File: src/rtl/move_applier_pkg.sv
// Shared encodings for the move applier: piece/move field layout, piece type
// codes, colours and the FSM state type.
package move_applier_pkg;

    // Move word bit indices and 3-bit field offsets.
    localparam int MV_INVALID = 15;
    localparam int MV_CASTLE  = 14;
    localparam int MV_PROMO   = 13;
    localparam int MV_CAPTURE = 12;
    localparam int MV_SRC_COL = 9;
    localparam int MV_SRC_ROW = 6;
    localparam int MV_DST_COL = 3;
    localparam int MV_DST_ROW = 0;

    localparam logic WHITE = 1'b0;
    localparam logic BLACK = 1'b1;

    typedef enum logic [2:0] {
        EMPTY   = 3'd0,
        PAWN    = 3'd1,
        KNIGHT  = 3'd2,
        BISHOP  = 3'd3,
        ROOK    = 3'd4,
        QUEEN   = 3'd5,
        KING    = 3'd6,
        INVALID = 3'd7
    } piece_type_t;

    typedef struct packed {
        piece_type_t ptype;
        logic [2:0]  col;
        logic [2:0]  row;
        logic        color;
    } piece_t;

    typedef enum logic [3:0] {
        ST_IDLE    = 4'd0,
        ST_RD_SRC  = 4'd1,
        ST_RD_DST  = 4'd2,
        ST_RD_ROOK = 4'd3,
        ST_CHECK   = 4'd4,
        ST_WR_DST  = 4'd5,
        ST_WR_SRC  = 4'd6,
        ST_WR_RDST = 4'd7,
        ST_WR_RSRC = 4'd8,
        ST_DONE    = 4'd9
    } state_t;

    function automatic logic [5:0] sq_addr(input logic [2:0] col, input logic [2:0] row);
        return {col, row};
    endfunction

endpackage

File: src/rtl/move_applier_if.sv
// Move handshake plus board-store port between move selection, the applier
// and the board register file.
interface move_applier_if;
    // A move transfers on a rising clk edge where move_valid && move_ready;
    // move must be stable while move_valid is high. brd_rd_data answers a
    // brd_rd_en strobe one cycle later; brd_wr_en writes at the same edge.
    logic        move_valid;
    logic [15:0] move;
    logic        move_ready;
    logic [5:0]  brd_addr;
    logic        brd_rd_en;
    logic [9:0]  brd_rd_data;
    logic        brd_wr_en;
    logic [9:0]  brd_wr_data;

    modport master (
        output move_valid, move, brd_rd_data,
        input  move_ready, brd_addr, brd_rd_en, brd_wr_en, brd_wr_data
    );

    modport slave (
        input  move_valid, move, brd_rd_data,
        output move_ready, brd_addr, brd_rd_en, brd_wr_en, brd_wr_data
    );
endinterface

File: src/rtl/move_applier_piece_pack.sv
// Combinational builder of a {type,col,row,color} piece word.
module move_applier_piece_pack
    import move_applier_pkg::*;
(
    input  piece_type_t i_type,
    input  logic [2:0]  i_col,
    input  logic [2:0]  i_row,
    input  logic        i_color,
    output piece_t      o_piece
);
    assign o_piece = '{ptype: i_type, col: i_col, row: i_row, color: i_color};
endmodule

File: src/rtl/move_applier.sv
// Applies one formatted move to the board store: reads the squares involved,
// validates against the board and side to move, then writes the result back.
module move_applier
    import move_applier_pkg::*;
(
    input  logic          clk,
    input  logic          rst,
    move_applier_if.slave bus,
    output logic          turn,
    output logic          done,
    output logic          error,
    output logic          cap_valid,
    output logic [9:0]    cap_piece,
    output state_t        o_dbg_state
);

    state_t      r_state;
    state_t      w_state_next;
    logic [15:0] r_mv;
    piece_type_t r_src_type;
    logic        r_src_color;
    piece_t      r_dst;
    logic        r_turn;
    logic        r_done;
    logic        r_error;
    logic        r_cap_valid;
    logic [9:0]  r_cap_piece;
    logic [9:0]  r_wr_data;

    logic        w_castle, w_promo, w_capture, w_invalid;
    logic [2:0]  w_src_col, w_src_row, w_dst_col, w_dst_row;
    logic        w_rook_right;
    logic [2:0]  w_rook_col, w_rook_dst;
    piece_t      w_rd_piece, w_check_dst, w_cap_latch;
    logic        w_dst_empty, w_err, w_done_err, w_to_done;
    logic        w_rd_en, w_wr_en;
    logic [5:0]  w_addr;
    piece_type_t w_pk_type;
    logic [2:0]  w_pk_col, w_pk_row;
    logic        w_pk_color;
    piece_t      w_pk_piece;

    assign w_invalid = r_mv[MV_INVALID];
    assign w_castle  = r_mv[MV_CASTLE];
    assign w_promo   = r_mv[MV_PROMO];
    assign w_capture = r_mv[MV_CAPTURE];
    assign w_src_col = r_mv[MV_SRC_COL +: 3];
    assign w_src_row = r_mv[MV_SRC_ROW +: 3];
    assign w_dst_col = r_mv[MV_DST_COL +: 3];
    assign w_dst_row = r_mv[MV_DST_ROW +: 3];

    // Rook sits on the far file in the direction the king travels.
    assign w_rook_right = (w_dst_col > w_src_col);
    assign w_rook_col   = w_rook_right ? 3'd7 : 3'd0;
    assign w_rook_dst   = w_rook_right ? (w_dst_col - 3'd1) : (w_dst_col + 3'd1);

    // In CHECK the read port holds the destination (normal) or the rook (castle).
    assign w_rd_piece  = piece_t'(bus.brd_rd_data);
    assign w_check_dst = w_castle ? r_dst : w_rd_piece;
    assign w_dst_empty = (w_check_dst.ptype == EMPTY);

    always_comb begin
        w_err = 1'b0;
        if (w_invalid)                                         w_err = 1'b1;
        if (r_src_type == EMPTY || r_src_type == INVALID)      w_err = 1'b1;
        if (r_src_color != r_turn)                             w_err = 1'b1;
        if (w_check_dst.ptype == INVALID)                      w_err = 1'b1;
        if (w_capture && w_dst_empty)                          w_err = 1'b1;
        if (!w_capture && !w_dst_empty)                        w_err = 1'b1;
        if (!w_dst_empty && w_check_dst.color == r_src_color)  w_err = 1'b1;
        if (w_castle && r_src_type != KING)                    w_err = 1'b1;
        if (w_castle && (w_rd_piece.ptype != ROOK || w_rd_piece.color != r_turn))
            w_err = 1'b1;
        if (w_castle && w_capture)                             w_err = 1'b1;
    end

    // Only CHECK can route to DONE with an error; write paths are error-free.
    assign w_done_err  = (r_state == ST_CHECK) && w_err;
    assign w_to_done   = (w_state_next == ST_DONE);
    assign w_cap_latch = (r_state == ST_CHECK) ? w_check_dst : r_dst;

    always_ff @(posedge clk) begin
        if (rst) r_state <= ST_IDLE;
        else     r_state <= w_state_next;
    end

    always_comb begin
        w_state_next = r_state;
        w_rd_en      = 1'b0;
        w_wr_en      = 1'b0;
        w_addr       = 6'd0;
        case (r_state)
            ST_IDLE: begin
                if (bus.move_valid) w_state_next = ST_RD_SRC;
            end
            ST_RD_SRC: begin
                w_rd_en      = 1'b1;
                w_addr       = sq_addr(w_src_col, w_src_row);
                w_state_next = ST_RD_DST;
            end
            ST_RD_DST: begin
                w_rd_en      = 1'b1;
                w_addr       = sq_addr(w_dst_col, w_dst_row);
                w_state_next = w_castle ? ST_RD_ROOK : ST_CHECK;
            end
            ST_RD_ROOK: begin
                w_rd_en      = 1'b1;
                w_addr       = sq_addr(w_rook_col, w_src_row);
                w_state_next = ST_CHECK;
            end
            ST_CHECK: begin
                w_state_next = w_err ? ST_DONE : ST_WR_DST;
            end
            ST_WR_DST: begin
                w_wr_en      = 1'b1;
                w_addr       = sq_addr(w_dst_col, w_dst_row);
                w_state_next = ST_WR_SRC;
            end
            ST_WR_SRC: begin
                w_wr_en      = 1'b1;
                w_addr       = sq_addr(w_src_col, w_src_row);
                w_state_next = w_castle ? ST_WR_RDST : ST_DONE;
            end
            ST_WR_RDST: begin
                w_wr_en      = 1'b1;
                w_addr       = sq_addr(w_rook_dst, w_src_row);
                w_state_next = ST_WR_RSRC;
            end
            ST_WR_RSRC: begin
                w_wr_en      = 1'b1;
                w_addr       = sq_addr(w_rook_col, w_src_row);
                w_state_next = ST_DONE;
            end
            ST_DONE: begin
                w_state_next = ST_IDLE;
            end
            default: begin
                w_state_next = ST_IDLE;
            end
        endcase
    end

    // Write data is prepared one state ahead so it is registered when used.
    always_comb begin
        w_pk_type  = EMPTY;
        w_pk_col   = 3'd0;
        w_pk_row   = 3'd0;
        w_pk_color = 1'b0;
        case (w_state_next)
            ST_WR_DST: begin
                w_pk_type  = w_promo ? QUEEN : r_src_type;
                w_pk_col   = w_dst_col;
                w_pk_row   = w_dst_row;
                w_pk_color = r_src_color;
            end
            ST_WR_SRC: begin
                w_pk_col = w_src_col;
                w_pk_row = w_src_row;
            end
            ST_WR_RDST: begin
                w_pk_type  = ROOK;
                w_pk_col   = w_rook_dst;
                w_pk_row   = w_src_row;
                w_pk_color = r_turn;
            end
            ST_WR_RSRC: begin
                w_pk_col = w_rook_col;
                w_pk_row = w_src_row;
            end
            default: begin
                w_pk_type = EMPTY;
            end
        endcase
    end

    move_applier_piece_pack u_pack (
        .i_type  (w_pk_type),
        .i_col   (w_pk_col),
        .i_row   (w_pk_row),
        .i_color (w_pk_color),
        .o_piece (w_pk_piece)
    );

    always_ff @(posedge clk) begin
        if (rst) begin
            r_mv        <= 16'd0;
            r_src_type  <= EMPTY;
            r_src_color <= 1'b0;
            r_dst       <= '0;
            r_turn      <= WHITE;
            r_done      <= 1'b0;
            r_error     <= 1'b0;
            r_cap_valid <= 1'b0;
            r_cap_piece <= 10'd0;
            r_wr_data   <= 10'd0;
        end else begin
            if (r_state == ST_IDLE && bus.move_valid) r_mv <= bus.move;
            if (r_state == ST_RD_DST) begin
                r_src_type  <= w_rd_piece.ptype;
                r_src_color <= w_rd_piece.color;
            end
            if (r_state == ST_RD_ROOK || (r_state == ST_CHECK && !w_castle))
                r_dst <= w_rd_piece;
            r_wr_data   <= w_pk_piece;
            r_done      <= w_to_done;
            r_error     <= w_to_done && w_done_err;
            r_cap_valid <= w_to_done && w_capture && !w_done_err;
            if (w_to_done) begin
                r_cap_piece <= w_cap_latch;
                if (!w_done_err) r_turn <= ~r_turn;
            end
        end
    end

    assign bus.move_ready  = (r_state == ST_IDLE);
    assign bus.brd_addr    = w_addr;
    assign bus.brd_rd_en   = w_rd_en;
    assign bus.brd_wr_en   = w_wr_en;
    assign bus.brd_wr_data = r_wr_data;
    assign turn            = r_turn;
    assign done            = r_done;
    assign error           = r_error;
    assign cap_valid       = r_cap_valid;
    assign cap_piece       = r_cap_piece;
    assign o_dbg_state     = r_state;

endmodule

File: src/flat_wrapper.sv
// flat-port wrapper written by rule: the top's interface ports become plain ports
module move_applier_flat import move_applier_pkg::*;
  (clk, rst, turn, done, error, cap_valid, cap_piece, o_dbg_state, bus_move_valid, bus_move, bus_brd_rd_data, bus_move_ready, bus_brd_addr, bus_brd_rd_en, bus_brd_wr_en, bus_brd_wr_data);
  move_applier_if bus_i ();
  input  logic clk;
  input  logic rst;
  output logic turn;
  output logic done;
  output logic error;
  output logic cap_valid;
  output logic [9:0] cap_piece;
  output state_t o_dbg_state;
  input wire logic [$bits(bus_i.move_valid)-1:0] bus_move_valid;
  input wire logic [$bits(bus_i.move)-1:0] bus_move;
  input wire logic [$bits(bus_i.brd_rd_data)-1:0] bus_brd_rd_data;
  output wire logic [$bits(bus_i.move_ready)-1:0] bus_move_ready;
  output wire logic [$bits(bus_i.brd_addr)-1:0] bus_brd_addr;
  output wire logic [$bits(bus_i.brd_rd_en)-1:0] bus_brd_rd_en;
  output wire logic [$bits(bus_i.brd_wr_en)-1:0] bus_brd_wr_en;
  output wire logic [$bits(bus_i.brd_wr_data)-1:0] bus_brd_wr_data;
  assign bus_i.move_valid = bus_move_valid;
  assign bus_i.move = bus_move;
  assign bus_i.brd_rd_data = bus_brd_rd_data;
  assign bus_move_ready = bus_i.move_ready;
  assign bus_brd_addr = bus_i.brd_addr;
  assign bus_brd_rd_en = bus_i.brd_rd_en;
  assign bus_brd_wr_en = bus_i.brd_wr_en;
  assign bus_brd_wr_data = bus_i.brd_wr_data;
  move_applier u_core (.clk(clk), .rst(rst), .bus(bus_i), .turn(turn), .done(done), .error(error), .cap_valid(cap_valid), .cap_piece(cap_piece), .o_dbg_state(o_dbg_state));
endmodule
File: config.mk
export PLATFORM = sky130hd
export DESIGN_NAME = move_applier_flat
export DESIGN_NICKNAME = d
export VERILOG_FILES = /design/src/rtl/move_applier_pkg.sv /design/src/rtl/move_applier_if.sv /design/src/rtl/move_applier_piece_pack.sv /design/src/rtl/move_applier.sv /design/src/flat_wrapper.sv
export SDC_FILE = /design/constraint.sdc
export NUM_CORES = 1
export LEC_CHECK = 0
export CORE_MARGIN = 4
export CORE_UTILIZATION = 46
export CTS_CLUSTER_SIZE = 12
export DETAILED_ROUTE_END_ITERATION = 10
export GPL_ROUTABILITY_DRIVEN = 0
export PLACE_DENSITY = 0.79
export SLEW_MARGIN = 10
export SYNTH_ARGS = -nofsm -noshare
export SYNTH_HDL_FRONTEND = slang
export SYNTH_SLANG_ARGS = --single-unit
File: constraint.sdc
create_clock -name clk -period 3.5 [get_ports clk]
set_input_delay 0.875 -clock clk [delete_from_list [all_inputs] [get_ports clk]]
set_output_delay 0.875 -clock clk [all_outputs]
set_load 0.01 [all_outputs]
==> results of run 1 <==
==> through the flow <==
step	instance area (um^2)	std cells	hold WS (ps)	util (%)	total power [mW]
after floorplan	2994	363	436.5	-	0.9642
after global placement	3766	500	453.3	59.31	1.102
after detailed placement	3766	500	453.8	59.31	1.114
after CTS	3976	514	462.1	62.62	1.731
after global routing	4016	516	496.3	63.25	1.826
final	4016	516	464.0	63.25	1.745
==> worst max-delay path, cell delays in order (launching register included) <==
cell and delay, ps:
dfxtp_2 340, inv_2 50, ha_4 210, nor2b_1 130
o21a_1 170, o21ai_2 140, inv_2 60, fa_2 550
nand2_2 60, nor3_2 170, a221oi_2 50, o21bai_1 150
buf_2 150
==> worst min-delay path by stage <==
stage                                            start                      endpoint  slack [ps]  cells after the start
after floorplan           u_core.r_mv[15]$_SDFFE_PP0P_  u_core.r_mv[15]$_SDFFE_PP0P_         440                      2
after global placement    u_core.r_mv[15]$_SDFFE_PP0P_  u_core.r_mv[15]$_SDFFE_PP0P_         450                      2
after detailed placement  u_core.r_mv[15]$_SDFFE_PP0P_  u_core.r_mv[15]$_SDFFE_PP0P_         450                      2
after CTS                 u_core.r_mv[15]$_SDFFE_PP0P_  u_core.r_mv[15]$_SDFFE_PP0P_         460                      2
after global routing       u_core.r_mv[0]$_SDFFE_PP0P_   u_core.r_mv[0]$_SDFFE_PP0P_         500                      2
final                     u_core.r_mv[15]$_SDFFE_PP0P_  u_core.r_mv[15]$_SDFFE_PP0P_         460                      2
==> registers in the layout, summed over array words and instances, names as in the netlist <==
name and count:
u_core.bus.brd_wr_data 10, u_core.cap_piece 10, u_core.cap_valid 1, u_core.done 1
u_core.error 1, u_core.o_dbg_state 4, u_core.r_dst 10, u_core.r_mv 16
u_core.r_src_color 1, u_core.r_src_type 3, u_core.turn 1
==> logic make-up after synthesis <==
kind of cell,synth area share (%)
buf+inv,4.513
xor+xnor,1.755
fa+ha+maj,1.922
compound gates,19.35
flops,38.78
simple gates,23.49
mux,10.20
==> timing repair <==
action | CTS | global route
gates resized for setup | 17 | 5
setup endpoints to repair | 2 | 6
endpoints found under the hold margin | 0 | 0
buffers inserted | 0 | 2
pin swaps | 4 | 6
==> cells in the mapped netlist, types with 3 or more instances <==
cell      count  share of area, %
a21oi_1      35               5.9
a22o_1        3              0.88
a22oi_1       7               1.8
buf_2         3              0.50
clkbuf_1     16               2.0
dfxtp_1      58                39
ha_1          3               1.3
inv_1        10               1.3
mux2_2        8               3.0
mux2_4        3               1.5
mux2i_1      17               5.7
nand2_1      62               7.8
nand3_1       4              0.67
nor2_1       31               3.9
nor2b_1      13               2.7
nor3_1       11               1.8
o211ai_1      3              0.75
o21a_1        3              0.75
o21ai_0      22               3.7
o21bai_1      4               1.0
xor2_1        4               1.2
==> layout make-up <==
class	instances	area share (%)
tap	77	2.399
timing repair buffer	84	19.38
multi-input combinational	273	43.55
sequential	58	28.97
clock buffer	11	3.769
clock inverter	3	0.9969
inverter	10	0.9346
==> where the power goes <==
group          switching [mW]  total, mW  internal [mW]
Sequential             0.0363      0.730          0.694
Combinational           0.215      0.405          0.190
Clock                   0.253      0.610          0.357
==> routing by layer <==
layer  part of all wire [%]  GRT usage [%]  wire, um
met5                      0              0         0
met3                    5.7          4.097       444
met2                     48          32.79      3778
met1                     43          26.97      3377
met4                    2.5          10.71       198
==> results by group, run 1 <==
Logic synthesis
  – Yosys cell types: 57
  – Asr flop ratio synth: 0%
  – Mapped Area: 0.002994 mm^2
  – Seq/Total Area, Yosys: between 30% and 40%
  – Synth Warn #: 0
  – Most used DFF post-synth: dfxtp_1
  – Register bit total from synthesis: 58
  – Post-synth EDFFs: 0
  – Syn_nets: 396
  – Gate Count Post-Synth: 363
  – Post-Syn Area per Cell: 8.248 um^2

Final layout
  – Multi-input gate area: 0.001749 mm^2
  – Most frequent cells in the layout: 62 x clkdlybuf4s50_1, 61 x nand2_1, 56 x dfxtp_1
  – FILL cells: 507
  – P&R area growth vs syn: 34.14%
  – Register area: 0.001164 mm^2
  – Number of antenna diodes: 0
  – Layout cells sized above 1: 15.72%
  – Total Nets Final: between 400 and 500
  – Leading cell type in the layout, fill and taps excluded: clkdlybuf4s50_1

Die
  – Std cell rows: 29
  – Boundary pin count: 66
  – DIE AREA: around 0.008 mm^2
  – Die Span Y: 88.68 um
  – Die W: 88.68 um
  – Core ar.: around 0.0063 mm^2
  – Initial Util: 47.15%

Timing
  – Max Clock Freq: between 200 and 300 MHz
  – Worst slew pin tran: 779.4 ps
  – Setup violators final: 0
  – Final slew viol count: 0
  – Setup TNS: 0 ps
  – Final min period: 3432 ps
  – RSZ-0062 raised after global routing: true
  – Slew HR: 47.64%
  – Period utilization: a little over nine tenths
  – Setup ws final: 68.17 ps
  – Final hold vios: 0
  – Worst Clk Skew: approximately 6.5 ps

Placement
  – Pre-CTS WS: -165.4 ps
  – Port bufs: 65
  – Hpwl dp: 5485 um

GRT
  – Initial antenna violation count: 0
  – Global Route Usage Sum: 20.82%
  – Vias in the first global route: between 2000 and 3000
  – Global route overflow: 0
  – First-pass GRT wire length: 12720 um
  – Largest net degree at the start of global routing: 40

Route
  – Routed via count: 2910
  – Vias/cell: ~5.6
  – Routed WL: 7798 um
  – DRC viols: 0
  – Post-DRT Antenna Nets: 0
  – Initial DRC count: approximately 260
  – TritonRoute pass-1 iters: 5
  – Wire length per cell: 15.11 um

Pwr
  – Maximum vdd drop: 0.2709 mV
  – LEAKAGE: 1.449 nW
  – Power density of the placed cells: 434.5 mW/mm^2

Worst setup path
  – Worst reg2reg path startpoint: u_core.r_mv[10]$_SDFFE_PP0P_
  – Setup crit end kind: output pin
  – Flop2flop setup slack: 1040 ps
  – Worst setup SP type: register
  – Worst path arrival time: 2560 ps
  – Crit path from: u_core.r_mv[10]$_SDFFE_PP0P_
  – Worst Setup Path Type: register to output pin
  – R2R depth: 13
  – Crit path capture: bus_brd_addr[4]
  – Crit-path max FO: 2
  – Req. time, crit path: 2620 ps
  – Critical R2R Capture: u_core.bus.brd_wr_data[6]$_SDFF_PP0_

Clock tree
  – # H-tree levels: 3
  – Clk Latency, worst-skew pair: 340 ps
  – Clock-pin slew on the worst setup and hold paths: 60 ps
  – CTS max path bufs: 2
  – CTS Root Cell: clkbuf_8
  – Total CTS buffers: 9
  – Hold buffers post-CTS: 0
  – CTS tree: built
  – Clk sink count: 58

Run
  – Max Cap Viol: 0

Min path
  – Tightest Hold Check Type: register to register

Outcome
  – Status: completed
Note: power is estimated with default switching activity, not from simulation.
==> run 2, diff against run 1 <==
--- a/config.mk
+++ b/config.mk
@@ -6,7 +6,6 @@
 export NUM_CORES = 1
 export LEC_CHECK = 0
-export CORE_MARGIN = 4
+export CORE_MARGIN = 5
 export CORE_UTILIZATION = 46
-export CTS_CLUSTER_SIZE = 12
 export DETAILED_ROUTE_END_ITERATION = 10
 export GPL_ROUTABILITY_DRIVEN = 0
==> constraint.sdc (replaced) <==
create_clock -name clk -period 3.5 [get_ports clk]
set_input_delay 0.875 -clock clk [delete_from_list [all_inputs] [get_ports clk]]
set_output_delay 0.875 -clock clk [all_outputs]
set_load 0.1 [all_outputs]
==> results by group, run 2 (synthesized netlist as in run 1, its figures left out) <==
Final layout
  – FILL cells: 508 (was 507)
  – Biggest register: u_core.r_mv (unchanged)
  – Layout cells sized above 1: 26.08% (was 15.72%)
  – Max FFs per register: 16 (unchanged)
  – P&R area growth vs syn: 37.74% (was 34.14%)
  – Leading cell type in the layout, fill and taps excluded: nand2_1 (was clkdlybuf4s50_1)
  – Number of antenna diodes: 0 (unchanged)
  – Most frequent cells in the layout: 61 x nand2_1, 54 x dfxtp_1, 49 x buf_4 (was 62 x clkdlybuf4s50_1, 61 x nand2_1, 56 x dfxtp_1)
  – Total Nets Final: 469 (unchanged)
  – Final Cell Area: 0.004124 mm^2 (was 0.004016 mm^2)

Die
  – Die Span Y: 90.68 um (was 88.68 um)
  – DIE AREA: 0.008223 mm^2 (was 0.007864 mm^2)
  – Initial Util: 47.15% (unchanged)
  – Boundary pin count: 66 (unchanged)
  – Std cell rows: 29 (unchanged)
  – Die W: 90.68 um (was 88.68 um)
  – Core ar.: 0.006350 mm^2 (unchanged)

Worst setup path
  – Setup crit end kind: output pin (unchanged)
  – Worst reg2reg path startpoint: u_core.r_mv[10]$_SDFFE_PP0P_ (unchanged)
  – Flop2flop setup slack: 880 ps (was 1040 ps)
  – R2R depth: 13 (unchanged)
  – Worst path arrival time: 2750 ps (was 2560 ps)
  – Worst path slowest cell: a311o_2 (was fa_2)
  – Crit-path max FO: 2 (unchanged)
  – Crit-path leading delay family: compound AO/OA/AOI/OAI gates (was adder cells)
  – Critical R2R Capture: u_core.bus.brd_wr_data[6]$_SDFF_PP0_ (unchanged)
  – Crit-path max cell delay: 430 ps (was 550 ps)
  – Req. time, crit path: 2620 ps (about the same)
  – Crit path buf inv count: 3 (unchanged)
  – CP dominant cell by count: inv_2 (unchanged)
  – Critical path cell sequence: inv_2 -> ha_4 -> nor2b_4 -> o21a_1 -> o21ai_2 -> inv_2 -> fa_2 -> xnor2_2 -> xor2_1 -> a311o_2 -> buf_12 (was inv_2 -> ha_4 -> nor2b_1 -> o21a_1 -> o21ai_2 -> inv_2 -> fa_2 -> nand2_2 -> nor3_2 -> a221oi_2 -> o21bai_1 -> buf_2)
  – Worst setup SP type: register (unchanged)
  – Worst Setup Path Type: register to output pin (unchanged)

Pwr
  – Clock power share: 32.0% (was 35.0%)
  – Comb power frac: 30.1% (was 23.2%)
  – Maximum vdd drop: 0.2890 mV (was 0.2709 mV)
  – Power density of the placed cells: 471.8 mW/mm^2 (was 434.5 mW/mm^2)
  – LEAKAGE: 1.586 nW (was 1.449 nW)
  – Reg power frac: 37.8% (was 41.8%)
  – Net Sw Frac: 34.25% (was 28.92%)
  – Net Sw Power: 0.6663 mW (was 0.5048 mW)
  – Internal: 1.279 mW (was 1.240 mW)

Clock tree
  – Clock-pin slew on the worst setup and hold paths: 70 ps (was 60 ps)
  – CTS tree: built (unchanged)
  – CTS max path bufs: 2 (unchanged)
  – Clk sink count: 58 (unchanged)
  – Hold buffers post-CTS: 0 (unchanged)
  – # H-tree levels: 3 (unchanged)
  – CTS Root Cell: clkbuf_8 (unchanged)
  – Total CTS buffers: 9 (unchanged)
  – Clk Latency, worst-skew pair: 330 ps (was 340 ps)

Placement
  – Port bufs: 65 (unchanged)
  – Hpwl dp: 5668 um (was 5485 um)
  – Placed Area: 0.003797 mm^2 (was 0.003766 mm^2)

GRT
  – Vias in the first global route: 2783 (was 2687)
  – Global route overflow: 0 (unchanged)
  – First-pass GRT wire length: 13330 um (was 12720 um)
  – Initial antenna violation count: 0 (unchanged)
  – Global Route Usage Sum: 19.55% (was 20.82%)
  – Largest net degree at the start of global routing: 50 (was 40)

Route
  – Wire length per cell: 16.27 um (was 15.11 um)
  – TritonRoute pass-1 iters: 5 (unchanged)
  – Routed WL: 8429 um (was 7798 um)
  – Vias/cell: 5.770 (was 5.640)
  – Routed via count: 2989 (was 2910)
  – Post-DRT Antenna Nets: 0 (unchanged)
  – Initial DRC count: 238 (was 258)
  – DRC viols: 0 (unchanged)

Min path
  – Tightest Hold Check Type: register to register (unchanged)
  – Hold path endpoint: u_core.r_mv[1]$_SDFFE_PP0P_ (was u_core.r_mv[15]$_SDFFE_PP0P_)
  – Hold Startpoint: u_core.r_mv[1]$_SDFFE_PP0P_ (was u_core.r_mv[15]$_SDFFE_PP0P_)
  – WHS Path Cells: 2 (unchanged)

Timing
  – Slew HR: 43.55% (was 47.64%)
  – Final hold vios: 0 (unchanged)
  – Worst Clk Skew: 9.406 ps (was 6.463 ps)
  – Setup TNS: -169.8 ps (was 0 ps)
  – Period utilization: 103.5% (was 98.05%)
  – Final min period: 3624 ps (was 3432 ps)
  – Max Clock Freq: 275.9 MHz (was 291.4 MHz)
  – Setup ws final: -124.2 ps (was 68.17 ps)
  – Setup violators final: 2 (was 0)
  – Min Hold Slack: 476.4 ps (was 464.0 ps)
  – Final slew viol count: 0 (unchanged)
  – RSZ-0062 raised after global routing: true (unchanged)
  – Worst slew pin tran: 846.7 ps (was 779.4 ps)

Run
  – Max Cap Viol: 0 (unchanged)

Outcome
  – Failing checks: negative setup slack
  – Status: finished, violations left (was completed)
run 2: worst max path at each step:
stage | startpoint | end | slack, ps | depth (start not counted)
after CTS | u_core.r_mv[10]$_SDFFE_PP0P_ | bus_brd_addr[5] | -110 | 11
after global placement | u_core.r_mv[10]$_SDFFE_PP0P_ | bus_brd_addr[5] | 180 | 11
after floorplan | u_core.r_mv[10]$_SDFFE_PP0P_ | bus_brd_addr[5] | 5 | 10
after global routing | u_core.r_mv[3]$_SDFFE_PP0P_ | bus_brd_addr[5] | -190 | 11
after detailed placement | u_core.r_mv[4]$_SDFFE_PP0P_ | bus_brd_addr[5] | -20 | 10
final | u_core.r_mv[10]$_SDFFE_PP0P_ | bus_brd_addr[5] | -120 | 11
run 2: final cells by class:
cell class                 count  area (um^2)  share of cell area (%)
clock buffer                  12        155.1                   3.762
clock inverter                 4        50.05                   1.214
inverter                      10        37.54                  0.9102
multi-input combinational    273         1833                   44.45
sequential                    58         1169                   28.34
tap                           77        96.34                   2.336
timing repair buffer          84        783.3                   18.99
run 2: power by group through the flow:
stage	clock network, mW	logic, mW	registers [mW]
3_3_place_gp	0	0.512	0.744
2_1_floorplan	0	0.321	0.792
6_report	0.623	0.586	0.736
5_1_grt	0.670	0.622	0.740
4_1_cts	0.634	0.555	0.732
3_5_place_dp	0	0.523	0.747
run 2: per-stage QoR:
stage | setup WS, ps | std cells | utilization (%) | power [mW]
floorplan | 4.632 | 363 | - | 1.113
global placement | 176.8 | 494 | 59.80 | 1.256
detailed placement | -23.46 | 494 | 59.80 | 1.270
CTS | -106.8 | 515 | 64.34 | 1.921
global route | -189.4 | 518 | 64.95 | 2.032
finish | -124.2 | 518 | 64.95 | 1.946
run 2: worst register-to-register path, delay by kind of cell, from the launching register on:
| kind | cells | cell delay (ps) |
|---|---|---|
| buf+inv | 4 | 400 |
| simple gates | 1 | 120 |
| flops | 1 | 350 |
| xor+xnor | 1 | 160 |
| compound gates | 5 | 870 |
| fa+ha+maj | 2 | 590 |
run 2: routing by layer:
layer  wire length [um]  global-route usage, %
met5                  0                      0
met4                313                  11.29
met3                593                  4.250
met2               4040                  30.33
met1               3481                  24.81
run 2: what timing repair did:
action	4_1_cts	5_1_grt
endpoints found under the setup margin	2	2
setup buffers	5	3
pin swaps	8	7
gates resized for setup	12	5
cloned	0	0
